$ cat src/rtl/riscv_issue_arb_pkg.sv
// riscv_arb_pkg
// Shared types and constants for the riscv issue arbiter slice.
//   arb_state_e : scheduler states (IDLE, LOAD_WAIT)
//   LOAD_OPCODE : opcode that marks a load and blocks further issue
//   REG_WIDTH   : default register specifier width (matches the core)
//   OP_WIDTH    : default opcode width (matches the core)
package riscv_arb_pkg;

    typedef enum logic {
        IDLE      = 1'b0,
        LOAD_WAIT = 1'b1
    } arb_state_e;

    localparam int LOAD_OPCODE = 0;
    localparam int REG_WIDTH   = 5;
    localparam int OP_WIDTH    = 7;

endpackage

$ cat src/rtl/riscv_issue_arb_if.sv
// riscv_issue_arb_if
// Bundles the requester-side and core-side buses of the issue arbiter.
//   req_valid / req_rs0 / req_rs1 / req_rd / req_opcode : packed per-requester
//       instruction fields, requester i at [i*W +: W]
//   req_grant        : one-hot grant back to the requesters
//   core_valid / core_rs0 / core_rs1 / core_rd / core_opcode : registered
//       instruction stage toward the core
//   core_data_valid  : load data return from memory
// Modports:
//   master : requesters + memory side (drives requests and data return)
//   slave  : the arbiter
interface riscv_issue_arb_if #(
    parameter int NUM_REQ   = 4,
    parameter int REG_WIDTH = riscv_arb_pkg::REG_WIDTH,
    parameter int OP_WIDTH  = riscv_arb_pkg::OP_WIDTH
);

    logic [NUM_REQ-1:0]           req_valid;
    logic [NUM_REQ*REG_WIDTH-1:0] req_rs0;
    logic [NUM_REQ*REG_WIDTH-1:0] req_rs1;
    logic [NUM_REQ*REG_WIDTH-1:0] req_rd;
    logic [NUM_REQ*OP_WIDTH-1:0]  req_opcode;
    logic [NUM_REQ-1:0]           req_grant;

    logic                         core_valid;
    logic [REG_WIDTH-1:0]         core_rs0;
    logic [REG_WIDTH-1:0]         core_rs1;
    logic [REG_WIDTH-1:0]         core_rd;
    logic [OP_WIDTH-1:0]          core_opcode;
    logic                         core_data_valid;

    modport master (
        output req_valid, req_rs0, req_rs1, req_rd, req_opcode, core_data_valid,
        input  req_grant, core_valid, core_rs0, core_rs1, core_rd, core_opcode
    );

    modport slave (
        input  req_valid, req_rs0, req_rs1, req_rd, req_opcode, core_data_valid,
        output req_grant, core_valid, core_rs0, core_rs1, core_rd, core_opcode
    );

endinterface

$ cat src/rtl/riscv_issue_arb_rr_arbiter.sv
// rr_arbiter
// Purely combinational round-robin selector.
//   req    in  NUM_REQ  request vector
//   ptr    in  IDX_W    highest-priority position for this cycle
//   enable in  1        gates all grants when low
//   grant  out NUM_REQ  one-hot winner (0 when nothing selected)
//   idx    out IDX_W    binary index of the winner (0 when nothing selected)
// The priority pointer register lives in the parent.
module rr_arbiter #(
    parameter  int NUM_REQ = 4,
    localparam int IDX_W   = $clog2(NUM_REQ)
) (
    input  logic [NUM_REQ-1:0] req,
    input  logic [IDX_W-1:0]   ptr,
    input  logic               enable,
    output logic [NUM_REQ-1:0] grant,
    output logic [IDX_W-1:0]   idx
);

    logic             found;
    logic [IDX_W-1:0] pos;

    // Walk the request vector starting at ptr, wrapping modulo NUM_REQ;
    // the first set bit wins.
    always_comb begin
        grant = '0;
        idx   = '0;
        found = 1'b0;
        pos   = '0;
        for (int unsigned k = 0; k < NUM_REQ; k++) begin
            pos = IDX_W'((32'(ptr) + k) % NUM_REQ);
            if (enable && !found && req[pos]) begin
                grant[pos] = 1'b1;
                idx        = pos;
                found      = 1'b1;
            end
        end
    end

endmodule

$ cat src/rtl/riscv_issue_arb.sv
// riscv_issue_arb
// Round-robin issue scheduler sharing one riscv instruction datapath between
// NUM_REQ instruction sources. One requester is granted per cycle (IDLE only)
// and its fields appear on the registered core_* stage the following cycle.
// Issuing a load (opcode LOAD_OPCODE) blocks further grants until
// core_data_valid returns or TIMEOUT LOAD_WAIT cycles elapse.
// Ports:
//   clk          in   clock, rising edge
//   reset        in   asynchronous active-high reset
//   bus          slave modport of riscv_issue_arb_if (requests, grant,
//                core instruction stage, core_data_valid)
//   busy         out  high while waiting for load data
//   timeout_err  out  sticky load-timeout flag, cleared only by reset
//   issue_cnt    out  16-bit saturating grant count   (RISCV_ISSUE_ARB_STATS_EN)
//   stall_cnt    out  16-bit saturating blocked-cycle count (RISCV_ISSUE_ARB_STATS_EN)
// Optional feature macro: RISCV_ISSUE_ARB_STATS_EN
module riscv_issue_arb #(
    parameter int NUM_REQ   = 4,
    parameter int REG_WIDTH = riscv_arb_pkg::REG_WIDTH,
    parameter int OP_WIDTH  = riscv_arb_pkg::OP_WIDTH,
    parameter int TIMEOUT   = 15
) (
    input  logic                 clk,
    input  logic                 reset,
    riscv_issue_arb_if.slave     bus,
    output logic                 busy,
    output logic                 timeout_err
`ifdef RISCV_ISSUE_ARB_STATS_EN
    ,
    output logic [15:0]          issue_cnt,
    output logic [15:0]          stall_cnt
`endif
);

    import riscv_arb_pkg::*;

    localparam int IDX_W = $clog2(NUM_REQ);
    localparam int CNT_W = $clog2(TIMEOUT + 1);

    arb_state_e           state;
    logic [IDX_W-1:0]     rr_ptr;
    logic [CNT_W-1:0]     wait_cnt;

    logic [NUM_REQ-1:0]   grant;
    logic [IDX_W-1:0]     win_idx;
    logic                 any_grant;
    logic                 win_is_load;
    logic                 arb_enable;

    logic [REG_WIDTH-1:0] rs0_a [NUM_REQ];
    logic [REG_WIDTH-1:0] rs1_a [NUM_REQ];
    logic [REG_WIDTH-1:0] rd_a  [NUM_REQ];
    logic [OP_WIDTH-1:0]  op_a  [NUM_REQ];

    for (genvar g = 0; g < NUM_REQ; g++) begin : g_unpack
        assign rs0_a[g] = bus.req_rs0[g*REG_WIDTH +: REG_WIDTH];
        assign rs1_a[g] = bus.req_rs1[g*REG_WIDTH +: REG_WIDTH];
        assign rd_a[g]  = bus.req_rd[g*REG_WIDTH +: REG_WIDTH];
        assign op_a[g]  = bus.req_opcode[g*OP_WIDTH +: OP_WIDTH];
    end

    // Reset also suppresses the combinational grant so every output reads 0
    // while reset is held.
    assign arb_enable = (state == IDLE) && !reset;

    rr_arbiter #(
        .NUM_REQ (NUM_REQ)
    ) u_rr_arbiter (
        .req    (bus.req_valid),
        .ptr    (rr_ptr),
        .enable (arb_enable),
        .grant  (grant),
        .idx    (win_idx)
    );

    assign bus.req_grant = grant;
    assign any_grant     = |grant;
    assign win_is_load   = (op_a[win_idx] == OP_WIDTH'(LOAD_OPCODE));

    always_ff @(posedge clk or posedge reset) begin
        if (reset) begin
            state           <= IDLE;
            rr_ptr          <= '0;
            wait_cnt        <= '0;
            busy            <= 1'b0;
            timeout_err     <= 1'b0;
            bus.core_valid  <= 1'b0;
            bus.core_rs0    <= '0;
            bus.core_rs1    <= '0;
            bus.core_rd     <= '0;
            bus.core_opcode <= '0;
        end else begin
            // Output stage: winner's fields one cycle after the grant,
            // zeros when nothing was granted.
            bus.core_valid  <= any_grant;
            bus.core_rs0    <= any_grant ? rs0_a[win_idx] : '0;
            bus.core_rs1    <= any_grant ? rs1_a[win_idx] : '0;
            bus.core_rd     <= any_grant ? rd_a[win_idx]  : '0;
            bus.core_opcode <= any_grant ? op_a[win_idx]  : '0;

            case (state)
                IDLE: begin
                    if (any_grant) begin
                        rr_ptr <= (win_idx == IDX_W'(NUM_REQ - 1)) ? '0 : win_idx + 1'b1;
                        if (win_is_load) begin
                            state    <= LOAD_WAIT;
                            busy     <= 1'b1;
                            wait_cnt <= '0;
                        end
                    end
                end
                LOAD_WAIT: begin
                    wait_cnt <= wait_cnt + 1'b1;
                    // Data return takes priority over a coincident timeout.
                    if (bus.core_data_valid) begin
                        state <= IDLE;
                        busy  <= 1'b0;
                    end else if (wait_cnt == CNT_W'(TIMEOUT - 1)) begin
                        state       <= IDLE;
                        busy        <= 1'b0;
                        timeout_err <= 1'b1;
                    end
                end
                default: begin
                    state <= IDLE;
                    busy  <= 1'b0;
                end
            endcase
        end
    end

`ifdef RISCV_ISSUE_ARB_STATS_EN
    always_ff @(posedge clk or posedge reset) begin
        if (reset) begin
            issue_cnt <= '0;
            stall_cnt <= '0;
        end else begin
            if (any_grant && issue_cnt != 16'hFFFF) begin
                issue_cnt <= issue_cnt + 16'd1;
            end
            if ((|bus.req_valid) && !any_grant && stall_cnt != 16'hFFFF) begin
                stall_cnt <= stall_cnt + 16'd1;
            end
        end
    end
`endif

endmodule

$ cat src/flat_wrapper.sv
// flat-port wrapper written by rule: the top's interface ports become plain ports
module riscv_issue_arb_flat import riscv_arb_pkg::*;
#(
    parameter int NUM_REQ   = 4,
    parameter int REG_WIDTH = riscv_arb_pkg::REG_WIDTH,
    parameter int OP_WIDTH  = riscv_arb_pkg::OP_WIDTH,
    parameter int TIMEOUT   = 15
)
  (clk, reset, busy, timeout_err, bus_req_valid, bus_req_rs0, bus_req_rs1, bus_req_rd, bus_req_opcode, bus_core_data_valid, bus_req_grant, bus_core_valid, bus_core_rs0, bus_core_rs1, bus_core_rd, bus_core_opcode);
  riscv_issue_arb_if #(.NUM_REQ(NUM_REQ), .REG_WIDTH(REG_WIDTH), .OP_WIDTH(OP_WIDTH)) bus_i ();
  input  logic clk;
  input  logic reset;
  output logic busy;
  output logic timeout_err;
  input wire logic [$bits(bus_i.req_valid)-1:0] bus_req_valid;
  input wire logic [$bits(bus_i.req_rs0)-1:0] bus_req_rs0;
  input wire logic [$bits(bus_i.req_rs1)-1:0] bus_req_rs1;
  input wire logic [$bits(bus_i.req_rd)-1:0] bus_req_rd;
  input wire logic [$bits(bus_i.req_opcode)-1:0] bus_req_opcode;
  input wire logic [$bits(bus_i.core_data_valid)-1:0] bus_core_data_valid;
  output wire logic [$bits(bus_i.req_grant)-1:0] bus_req_grant;
  output wire logic [$bits(bus_i.core_valid)-1:0] bus_core_valid;
  output wire logic [$bits(bus_i.core_rs0)-1:0] bus_core_rs0;
  output wire logic [$bits(bus_i.core_rs1)-1:0] bus_core_rs1;
  output wire logic [$bits(bus_i.core_rd)-1:0] bus_core_rd;
  output wire logic [$bits(bus_i.core_opcode)-1:0] bus_core_opcode;
  assign bus_i.req_valid = bus_req_valid;
  assign bus_i.req_rs0 = bus_req_rs0;
  assign bus_i.req_rs1 = bus_req_rs1;
  assign bus_i.req_rd = bus_req_rd;
  assign bus_i.req_opcode = bus_req_opcode;
  assign bus_i.core_data_valid = bus_core_data_valid;
  assign bus_req_grant = bus_i.req_grant;
  assign bus_core_valid = bus_i.core_valid;
  assign bus_core_rs0 = bus_i.core_rs0;
  assign bus_core_rs1 = bus_i.core_rs1;
  assign bus_core_rd = bus_i.core_rd;
  assign bus_core_opcode = bus_i.core_opcode;
  riscv_issue_arb #(.NUM_REQ(NUM_REQ), .REG_WIDTH(REG_WIDTH), .OP_WIDTH(OP_WIDTH), .TIMEOUT(TIMEOUT)) u_core (.clk(clk), .reset(reset), .bus(bus_i), .busy(busy), .timeout_err(timeout_err));
endmodule
$ cat config.mk
export PLATFORM = sky130hd
export DESIGN_NAME = riscv_issue_arb_flat
export DESIGN_NICKNAME = d
export VERILOG_FILES = /design/src/rtl/riscv_issue_arb_pkg.sv /design/src/rtl/riscv_issue_arb_if.sv /design/src/rtl/riscv_issue_arb_rr_arbiter.sv /design/src/rtl/riscv_issue_arb.sv /design/src/flat_wrapper.sv
export SDC_FILE = /design/constraint.sdc
export NUM_CORES = 1
export LEC_CHECK = 0
export CAP_MARGIN = 5
export CORE_ASPECT_RATIO = 2
export CORE_MARGIN = 10
export CORE_UTILIZATION = 40
export CTS_CLUSTER_DIAMETER = 200
export CTS_CLUSTER_SIZE = 40
export DETAILED_ROUTE_END_ITERATION = 10
export GPL_TIMING_DRIVEN = 0
export PLACE_DENSITY = 0.81
export SLEW_MARGIN = 10
export SYNTH_ARGS = -nofsm -noshare
export SYNTH_HDL_FRONTEND = slang
export SYNTH_SLANG_ARGS = --single-unit
$ cat constraint.sdc
create_clock -name clk -period 5.4 [get_ports clk]
set_input_delay 0.81 -clock clk [delete_from_list [all_inputs] [get_ports clk]]
set_output_delay 0.81 -clock clk [all_outputs]
set_load 0.01 [all_outputs]
==> results.toml <==
[outcome]
status = "complete, no violations"

[final_layout]
layout.cells.most_common = "clkdlybuf4s50_1"
syn_to_final_growth_pct = 60.4
fin_cells = 482
drive_above_1_share_pct = 7.16
n_fill_cell = 498
final_cell_mix = "123 x clkdlybuf4s50_1, 73 x nand2_1, 32 x dfrtp_1, 27 x a211oi_1, 21 x inv_1"
diodes = 0
nets = 521

[route]
wl_um = 9130
firstDrtPassIters = 5
drc = 0
wl_per_cell_um = 18.9
ant_nets = 0
via_per_inst = 5.67
vias = 2733
drt_iter0_markers = 119

[pwr]
p_per_area_mw_per_mm2 = 529
ir_worst_vdd_mv = 0.320
p_leak_nw = 1.67

[grt]
grt_pass1_vias = 2981
grt_pass1_wl_um = 14000
grt_max_degree = 33
antenna_found_initial = 0
gr-total-overflow = 0
grt_usage_pct = 18.5

[setup_path]
critPathCaptureType = "register"
crit_fanout = 10
crit_chain = "buf_6 -> clkbuf_1 -> buf_2 -> inv_1 -> ha_1 -> mux4_2 -> and3b_1 -> a311oi_4 -> buf_6 -> a211oi_1 -> a211oi_1 -> o22ai_1 -> nor4_4 -> o22ai_1"
arrival_ns = 4.91
critical_path_required_ns = 5.52
cpPeakStageDelay_ns = 0.53
cp_slowest_cell = "nor4_4"
cpLargestDelayFamily = "buffers and inverters"
worstSetupStartpointType = "register"
cp_num_buf_inv = 5
crit_type = "register to register"

[synthesis]
synth.avg_cell_area_sq_um = 8.37
synth_area_leader_cell = "dfrtp_1"
synth_ff_type = "dfrtp_1"
synth_top_area_share_pct = 33.2
synth-edff-count = 0
yosys_warnings = 0
netlist_area_sq_mm = 0.00241
async_reset_ff_share_pct = 100
synth_area_leaders = "dfrtp_1 33%, nand2_1 11%, a211oi_1 8.4%"
netlist_instances = 288
synthesis.nets = 391
yosysSeqAreaShare_pct = 33.2
ys_seq_elements = 32
yosysUniqueCellTypes = 40

[die]
dieArea_sq_mm = 0.00972
rows = 40
ios = 124
start_util_pct = 40.5
die_height_um = 130
core_sq_mm = 0.00596
die_w_um = 74.9

[sta]
max_freq_ghz = 0.209
setup_tns_ns = 0
period_minus_slack_ns = 4.78
tightestPinTransition_ns = 1.10
maxSlewViolCount = 0
relSlewSlack_pct = 26.1
finalHoldViolations = 0
final.period_utilization_pct = 88.6
rsz0062_at_grt = "no"
skew_ns = 0.00410
setup_viol = 0

[min_path]
hold_path.class = "register to register"

[clock_tree]
clockRootBuffer = "clkbuf_16"
clkTransAtPathRegs_ns = 0.05
worst_skew_pair.late_latency_ns = 0.27
cts_buffers = 5
cts_num_sinks = 32
cts_hold_buf = 0
cts_resized = 0
htree_levels = 2
cts_post_setup_buffers_inserted = 0
cts_tree = "built"
cts_buffer_depth = 2

[run]
drv_cap = 0

[place]
gp_congestion = 0.866
portBuffers = 123
dp_hpwl_um = 7670
dp.cells = 474
worst register-to-register path, cell delays in order (launching register included):
cell,delay [ns]
dfrtp_1,0.39
buf_6,0.16
clkbuf_1,0.46
buf_2,0.32
inv_1,0.14
ha_1,0.45
mux4_2,0.52
and3b_1,0.26
a311oi_4,0.51
buf_6,0.21
a211oi_1,0.06
a211oi_1,0.29
o22ai_1,0.16
nor4_4,0.53
o22ai_1,0.17
registers in the layout, summed over array words and instances (netlist names):
name                    flops
u_core.bus.core_opcode      7
u_core.bus.core_rd          5
u_core.wait_cnt             4
u_core.state                1
u_core.timeout_err          1
u_core.bus.core_valid       1
u_core.bus.core_rs0         5
u_core.bus.core_rs1         5
u_core.busy                 1
u_core.rr_ptr               2
path summary, 6_finish.rpt:
| check | start | end | slack [ns] | cells after the start |
|---|---|---|---|---|
| worst min register to register | u_core.busy | u_core.busy | 0.48 | 1 |
| worst max-delay path | u_core.rr_ptr[0] | u_core.wait_cnt[1] | 0.62 | 14 |
| max in group asynchronous | reset | u_core.bus.core_opcode[1] | 3.75 | 2 |
| min in group asynchronous | reset | u_core.bus.core_rs1[0] | 1.15 | 2 |
| worst min-delay path | u_core.busy | u_core.busy | 0.48 | 1 |
| worst max register to register | u_core.rr_ptr[0] | u_core.wait_cnt[1] | 0.62 | 14 |
layout make-up:
cell class,instances,area (sq um),share of cell area (%)
Multi-Input combinational cell,211,1400,36.1
Timing Repair Buffer,123,1230,31.8
Sequential cell,32,801,20.7
Clock buffer,8,146,3.79
Buffer,23,130,3.36
Inverter,22,82.6,2.14
Tap cell,63,78.8,2.04
where the power goes:
group,internal (mW),leakage [nW],switching [mW]
Clock,0.183,0.0712,0.0906
Sequential,0.334,0.409,0.0456
Combinational,0.598,1.19,0.795
Total,1.11,1.67,0.931
metal layers:
| layer | wire (um) | track usage (%) |
|---|---|---|
| met3 | 438 | 3.73 |
| met2 | 5370 | 37.6 |
| met1 | 2880 | 14.8 |
| met4 | 444 | 10.9 |
| met5 | 0 | 0 |
cells in the mapped netlist, drive strengths merged, types with 4 or more instances:
library cell,instances
clkbuf,12
dfrtp,32
o21ai,7
nor2,6
nand4,14
nor3,9
a311oi,16
and3,16
o22ai,4
mux2i,5
a211oi,28
ha,8
inv,22
nand2,73
mux4,4
buf,11
cell families after synthesis:
group,count (synthesis),synth area share (%)
buf+inv,45,8.82
flops,32,33.2
compound gates,66,21.7
mux,10,6.28
fa+ha+maj,8,4.15
xor+xnor,1,0.363
simple gates,126,25.4
per-stage QoR:
stage	hold slack (ns)	setup slack [ns]	cell area, sq um	util [%]	total power, mW
6_report	0.484	0.617	3870	64.9	2.05
5_1_grt	0.524	0.332	3870	64.9	2.20
4_1_cts	0.490	0.616	3870	64.9	2.05
3_5_place_dp	0.474	0.651	3720	62.5	1.77
3_3_place_gp	0.458	0.717	3720	62.5	1.73
2_1_floorplan	0.512	1.42	2410	-	1.29
Power figures use the tool's default switching activity.
